===== src/rtl/round_robin_arbiter.sv =====
// Registered round-robin arbiter: a rotating pointer feeds a programmable
// priority encoder, and grants leave on a valid/ready channel.

// Tree search for the lowest set bit; each node keeps the first valid child.
module priority_search_tree #(
  parameter int WIDTH     = 32,
  parameter int SPLIT     = 2,
  localparam int WIDTH_LOG = $clog2(WIDTH)
) (
  input  logic [WIDTH-1:0]     vec,
  output logic                 found,
  output logic [WIDTH_LOG-1:0] idx
);

  function automatic int calc_levels(input int w, input int s);
    int lv;
    int rem;
    lv  = 0;
    rem = w;
    for (int i = 0; i < 32; i++) begin
      if (rem > 1) begin
        rem = rem / s;
        lv++;
      end
    end
    return lv;
  endfunction

  localparam int LEVELS = calc_levels(WIDTH, SPLIT);

  logic                 node_vld [WIDTH];
  logic [WIDTH_LOG-1:0] node_idx [WIDTH];
  logic                 pick_vld;
  logic [WIDTH_LOG-1:0] pick_idx;

  // Nodes are reduced in place: node n of a level only reads children at n*SPLIT+k >= n.
  always_comb begin
    pick_vld = 1'b0;
    pick_idx = '0;
    for (int i = 0; i < WIDTH; i++) begin
      node_vld[i] = vec[i];
      node_idx[i] = WIDTH_LOG'(i);
    end
    for (int l = 0; l < LEVELS; l++) begin
      for (int n = 0; n < WIDTH / SPLIT; n++) begin
        if (n < (WIDTH / (SPLIT ** (l + 1)))) begin
          pick_vld = 1'b0;
          pick_idx = '0;
          for (int k = SPLIT - 1; k >= 0; k--) begin
            if (node_vld[n * SPLIT + k]) begin
              pick_vld = 1'b1;
              pick_idx = node_idx[n * SPLIT + k];
            end
          end
          node_vld[n] = pick_vld;
          node_idx[n] = pick_idx;
        end
      end
    end
    found = node_vld[0];
    idx   = node_idx[0];
  end

endmodule

// Lowest set index at or above enc_pri, wrapping to the lowest set index below it.
module programmable_priority_encoder #(
  parameter int WIDTH     = 32,
  parameter int SPLIT     = 2,
  localparam int WIDTH_LOG = $clog2(WIDTH)
) (
  input  logic [WIDTH-1:0]     enc_req,
  input  logic [WIDTH_LOG-1:0] enc_pri,
  output logic                 enc_found,
  output logic [WIDTH_LOG-1:0] enc_idx
);

  logic [WIDTH-1:0]     hi_mask;
  logic [WIDTH-1:0]     hi_req;
  logic                 hi_found;
  logic [WIDTH_LOG-1:0] hi_idx;
  logic                 all_found;
  logic [WIDTH_LOG-1:0] all_idx;

  always_comb begin
    hi_mask = '0;
    for (int i = 0; i < WIDTH; i++) begin
      hi_mask[i] = (WIDTH_LOG'(i) >= enc_pri);
    end
    hi_req = enc_req & hi_mask;
  end

  priority_search_tree #(
    .WIDTH (WIDTH),
    .SPLIT (SPLIT)
  ) u_hi_tree (
    .vec   (hi_req),
    .found (hi_found),
    .idx   (hi_idx)
  );

  priority_search_tree #(
    .WIDTH (WIDTH),
    .SPLIT (SPLIT)
  ) u_all_tree (
    .vec   (enc_req),
    .found (all_found),
    .idx   (all_idx)
  );

  always_comb begin
    enc_found = all_found;
    enc_idx   = hi_found ? hi_idx : all_idx;
  end

endmodule

module round_robin_arbiter #(
  parameter int WIDTH     = 32,
  parameter int SPLIT     = 2,
  localparam int WIDTH_LOG = $clog2(WIDTH)
) (
  input  logic                 clk,
  input  logic                 rst,
  input  logic [WIDTH-1:0]     req,
  input  logic                 lck,
  output logic                 grt_vld,
  input  logic                 grt_rdy,
  output logic [WIDTH_LOG-1:0] grt_idx,
  output logic [WIDTH-1:0]     grt_oht,
  output logic [WIDTH_LOG-1:0] ptr
);

  localparam logic [0:0] IDLE  = 1'b0;
  localparam logic [0:0] GRANT = 1'b1;

  logic [0:0]           state_q, state_d;
  logic [WIDTH_LOG-1:0] idx_q, idx_d;
  logic [WIDTH-1:0]     oht_q, oht_d;
  logic [WIDTH_LOG-1:0] ptr_q, ptr_d;

  logic                 hs;
  logic [WIDTH_LOG-1:0] ptr_nxt;
  logic [WIDTH_LOG-1:0] search_pri;
  logic                 enc_found;
  logic [WIDTH_LOG-1:0] enc_idx;

  // A back-to-back search must already see the advanced pointer.
  always_comb begin
    hs         = (state_q == GRANT) & grt_rdy;
    ptr_nxt    = lck ? idx_q : idx_q + WIDTH_LOG'(1);
    search_pri = hs ? ptr_nxt : ptr_q;
  end

  programmable_priority_encoder #(
    .WIDTH (WIDTH),
    .SPLIT (SPLIT)
  ) u_encoder (
    .enc_req   (req),
    .enc_pri   (search_pri),
    .enc_found (enc_found),
    .enc_idx   (enc_idx)
  );

  always_comb begin
    state_d = state_q;
    idx_d   = idx_q;
    oht_d   = oht_q;
    ptr_d   = ptr_q;
    case (state_q)
      IDLE: begin
        if (enc_found) begin
          state_d = GRANT;
          idx_d   = enc_idx;
          oht_d   = WIDTH'(1) << enc_idx;
        end
      end
      GRANT: begin
        // Without a handshake the grant is frozen regardless of req.
        if (hs) begin
          ptr_d = ptr_nxt;
          if (enc_found) begin
            idx_d = enc_idx;
            oht_d = WIDTH'(1) << enc_idx;
          end else begin
            state_d = IDLE;
            oht_d   = '0;
          end
        end
      end
      default: begin
        state_d = IDLE;
        oht_d   = '0;
      end
    endcase
  end

  always_ff @(posedge clk or posedge rst) begin
    if (rst) begin
      state_q <= IDLE;
      idx_q   <= '0;
      oht_q   <= '0;
      ptr_q   <= '0;
    end else begin
      state_q <= state_d;
      idx_q   <= idx_d;
      oht_q   <= oht_d;
      ptr_q   <= ptr_d;
    end
  end

  assign grt_vld = (state_q == GRANT);
  assign grt_idx = idx_q;
  assign grt_oht = oht_q;
  assign ptr     = ptr_q;

endmodule


===== config.mk =====
export PLATFORM = sky130hd
export DESIGN_NAME = round_robin_arbiter
export DESIGN_NICKNAME = d
export VERILOG_FILES = /design/src/rtl/round_robin_arbiter.sv
export SDC_FILE = /design/constraint.sdc
export NUM_CORES = 1
export LEC_CHECK = 0
export BUFFER_PORTS_ARGS = -buffer_cell sky130_fd_sc_hd__buf_4
export CAP_MARGIN = 20
export CORE_UTILIZATION = 50
export CTS_BUF_LIST = sky130_fd_sc_hd__clkbuf_8 sky130_fd_sc_hd__clkbuf_16
export DETAILED_ROUTE_END_ITERATION = 16
export PLACE_DENSITY = 0.84
export SYNTH_ARGS = -nofsm -noshare
export SYNTH_HDL_FRONTEND = slang
export SYNTH_SLANG_ARGS = --single-unit

===== constraint.sdc =====
create_clock -name clk -period 4.8 [get_ports clk]
set_clock_uncertainty 0.2 [all_clocks]
set_input_delay 0.24 -clock clk [delete_from_list [all_inputs] [get_ports clk]]
set_output_delay 0.24 -clock clk [all_outputs]
set_load 0.01 [all_outputs]

==> impl_metrics.tcl <==
set metrics [dict create \
    dpl_cell_area_um2 3830 \
    cts_resized 0 \
    outcome "complete, no violations" \
    post-route-util_pct 65.2 \
    min_path_type "input port to register" \
    cts-root-buf "clkbuf_8" \
    slew_headroom_pct 39.5 \
    synth_cells 351 \
    place_inst 492 \
    post-dp-hpwl_um 7480 \
    finalCritPeriodShare_pct 90.7 \
    drtIter0Drc 320 \
    drt-wirelength-per-cell_um 19.7 \
    cts.path.max_buffers 2 \
    portBuffers 78 \
    start_util_pct 53.1 \
    powerDensity_nw_per_um2 503 \
    tightest_slew_ps 900 \
    start_kind "register" \
    reg2regPathDepth 12 \
    syn_area_per_cell_um2 9.16 \
    core_um2 6060 \
    ys.flop_type "dfrtp_1" \
    worstSkewPairLatency_ps 300 \
    cts_buffers 5 \
    post_cts_buffers 0 \
    ir_drop_uv 383 \
    fp.dieH_um 82.2 \
    yosys_warnings 0 \
    timing.setup.tns_ps 0 \
    synth_seq_cells 43 \
    hold_slack_ps 120 \
    clock-sinks 43 \
    rsz0062_at_grt "false" \
    setup_viol 0 \
    overflow 0 \
    synth_top_area_share_pct 33.5 \
    crit_path_max_fanout 16 \
    timing.fmax_mhz 230 \
    ctsHtreeMaxLevel 2 \
    synthArstFlopShare_pct 100 \
    syn_nets 388 \
    hold_depth 3 \
    synth_edf_count 0 \
    ys_top_cells_by_count "dfrtp_1, nand2_1, a32o_1, nor2_1, a21oi_1" \
    period_minus_slack_ps 4350 \
    setup_slack_ps 448 \
    synth.area.top_cells "dfrtp_1, a32o_1, nand2_1, a21oi_1, nor2_1" \
    clkTransAtPathRegs_ps 80 \
    core.rowCount 28 \
    num_vias 3312 \
    place_ws_ps 606 \
    grt_pass1_wl_um 15600 \
    fin_area_um2 3950 \
    yosysMostFrequentCell "dfrtp_1" \
    dr.pass1.iters 5 \
    syn-cell-area_um2 3220 \
    cts_tree "yes" \
    num_io_pins 79 \
    grt_max_degree 44 \
    drive_gt1_share_pct 28.6 \
    drc 0 \
    cp.required_ps 4830 \
    power.total_mw 1.99 \
    dieArea_um2 6760 \
    max_cap_viol_count 0 \
    fin_cells 501 \
    worstPathArrival_ps 4380 \
    yosysUniqueCellTypes 73 \
    grt_pass1_vias 3058 \
    diodes 0 \
    areaGrowthSynthToFinish_pct 22.9 \
    hold_violations 0 \
    path_class "register to register" \
    ant_nets 0 \
    seq_area_frac_synth_pct 33.5 \
    hold_buffers 1 \
    nets 462 \
    p_leak_nw 1.74 \
    grt_usage_pct 30.7 \
    die_w_um 82.2 \
    worstSetupEndpointType "register" \
    finalMaxSlewViolations 0 \
    synth_top_area_cell "dfrtp_1" \
    antenna_found_initial 0 \
    wirelength_um 9850 \
    place_congestion 0.937 \
    post_drt_via_cell_ratio 6.61 \
    fill_cells 513 \
]
## where the power goes
| part | internal, mW | switching (mW) | leakage, nW |
|---|---|---|---|
| Clock | 0.157 | 0.130 | 0.0548 |
| Combinational | 0.438 | 0.728 | 1.11 |
| Sequential | 0.443 | 0.0932 | 0.574 |
| Total | 1.04 | 0.951 | 1.74 |
## layer usage
layer	GRT usage (%)	vias up	routed length, µm
met5	0	-	0
met3	5.16	25	763
li1	-	1540	-
met1	44.4	1596	4350
met4	9.30	0	191
met2	46.8	151	4540
## logic make-up after synthesis
group,share of synthesized area (%)
xor+xnor,1.09
compound gates,37.2
buf+inv,5.17
fa+ha+maj,0.389
simple gates,22.6
flops,33.5
## worst paths after layout
path,to,start,slack (ps)
setup / recovery,grt_oht[22],grt_idx[1],450
hold reg to reg,grt_oht[4],grt_oht[4],300
setup reg to reg,grt_oht[22],grt_idx[1],450
max in group asynchronous,grt_oht[22],rst,3590
hold / removal,grt_vld,grt_rdy,120
min in group asynchronous,grt_idx[1],rst,440
## cell type report
type / instances / area (µm²) / area share [%]
repair buffers: 83 / 626 / 15.8
inverters: 17 / 65.1 / 1.65
flip-flops and latches: 43 / 1080 / 27.2
well taps: 75 / 93.8 / 2.37
clock buffers: 5 / 68.8 / 1.74
clock inverters: 3 / 46.3 / 1.17
multi-input cells: 275 / 1980 / 50.0
## sequential cells by signal, indices dropped and copies added (netlist names)
| signal | flops |
|---|---|
| grt_idx | 5 |
| grt_vld | 1 |
| ptr | 5 |
| grt_oht | 32 |
## critical path, cell delays in order (launching register included)
cell and delay, ps:
dfrtp_1 490, ha_1 350, nand2b_1 110, xnor2_1 170, o21ai_1 680, inv_2 210
o31ai_1 480, a22o_1 310, nor3_4 90, a31oi_1 120, a21boi_1 240, o21a_1 540
a32o_1 270
## cell usage in the layout, fill, tap and decap left out, drive strengths merged, types with 8 or more instances in the layout
master  synthesis  layout
a32o           29      29
o21ai          24      24
nand2          31      31
inv            16      17
a31oi          11      11
nor2           23      23
o31ai          13      13
a21oi          21      21
a21boi          9       9
dfrtp          43      43
nor3            8       8
nand2b          9       9
nor4           11      11
nand3           8       8
buf            10      82
(Power assumes the default switching activity.)
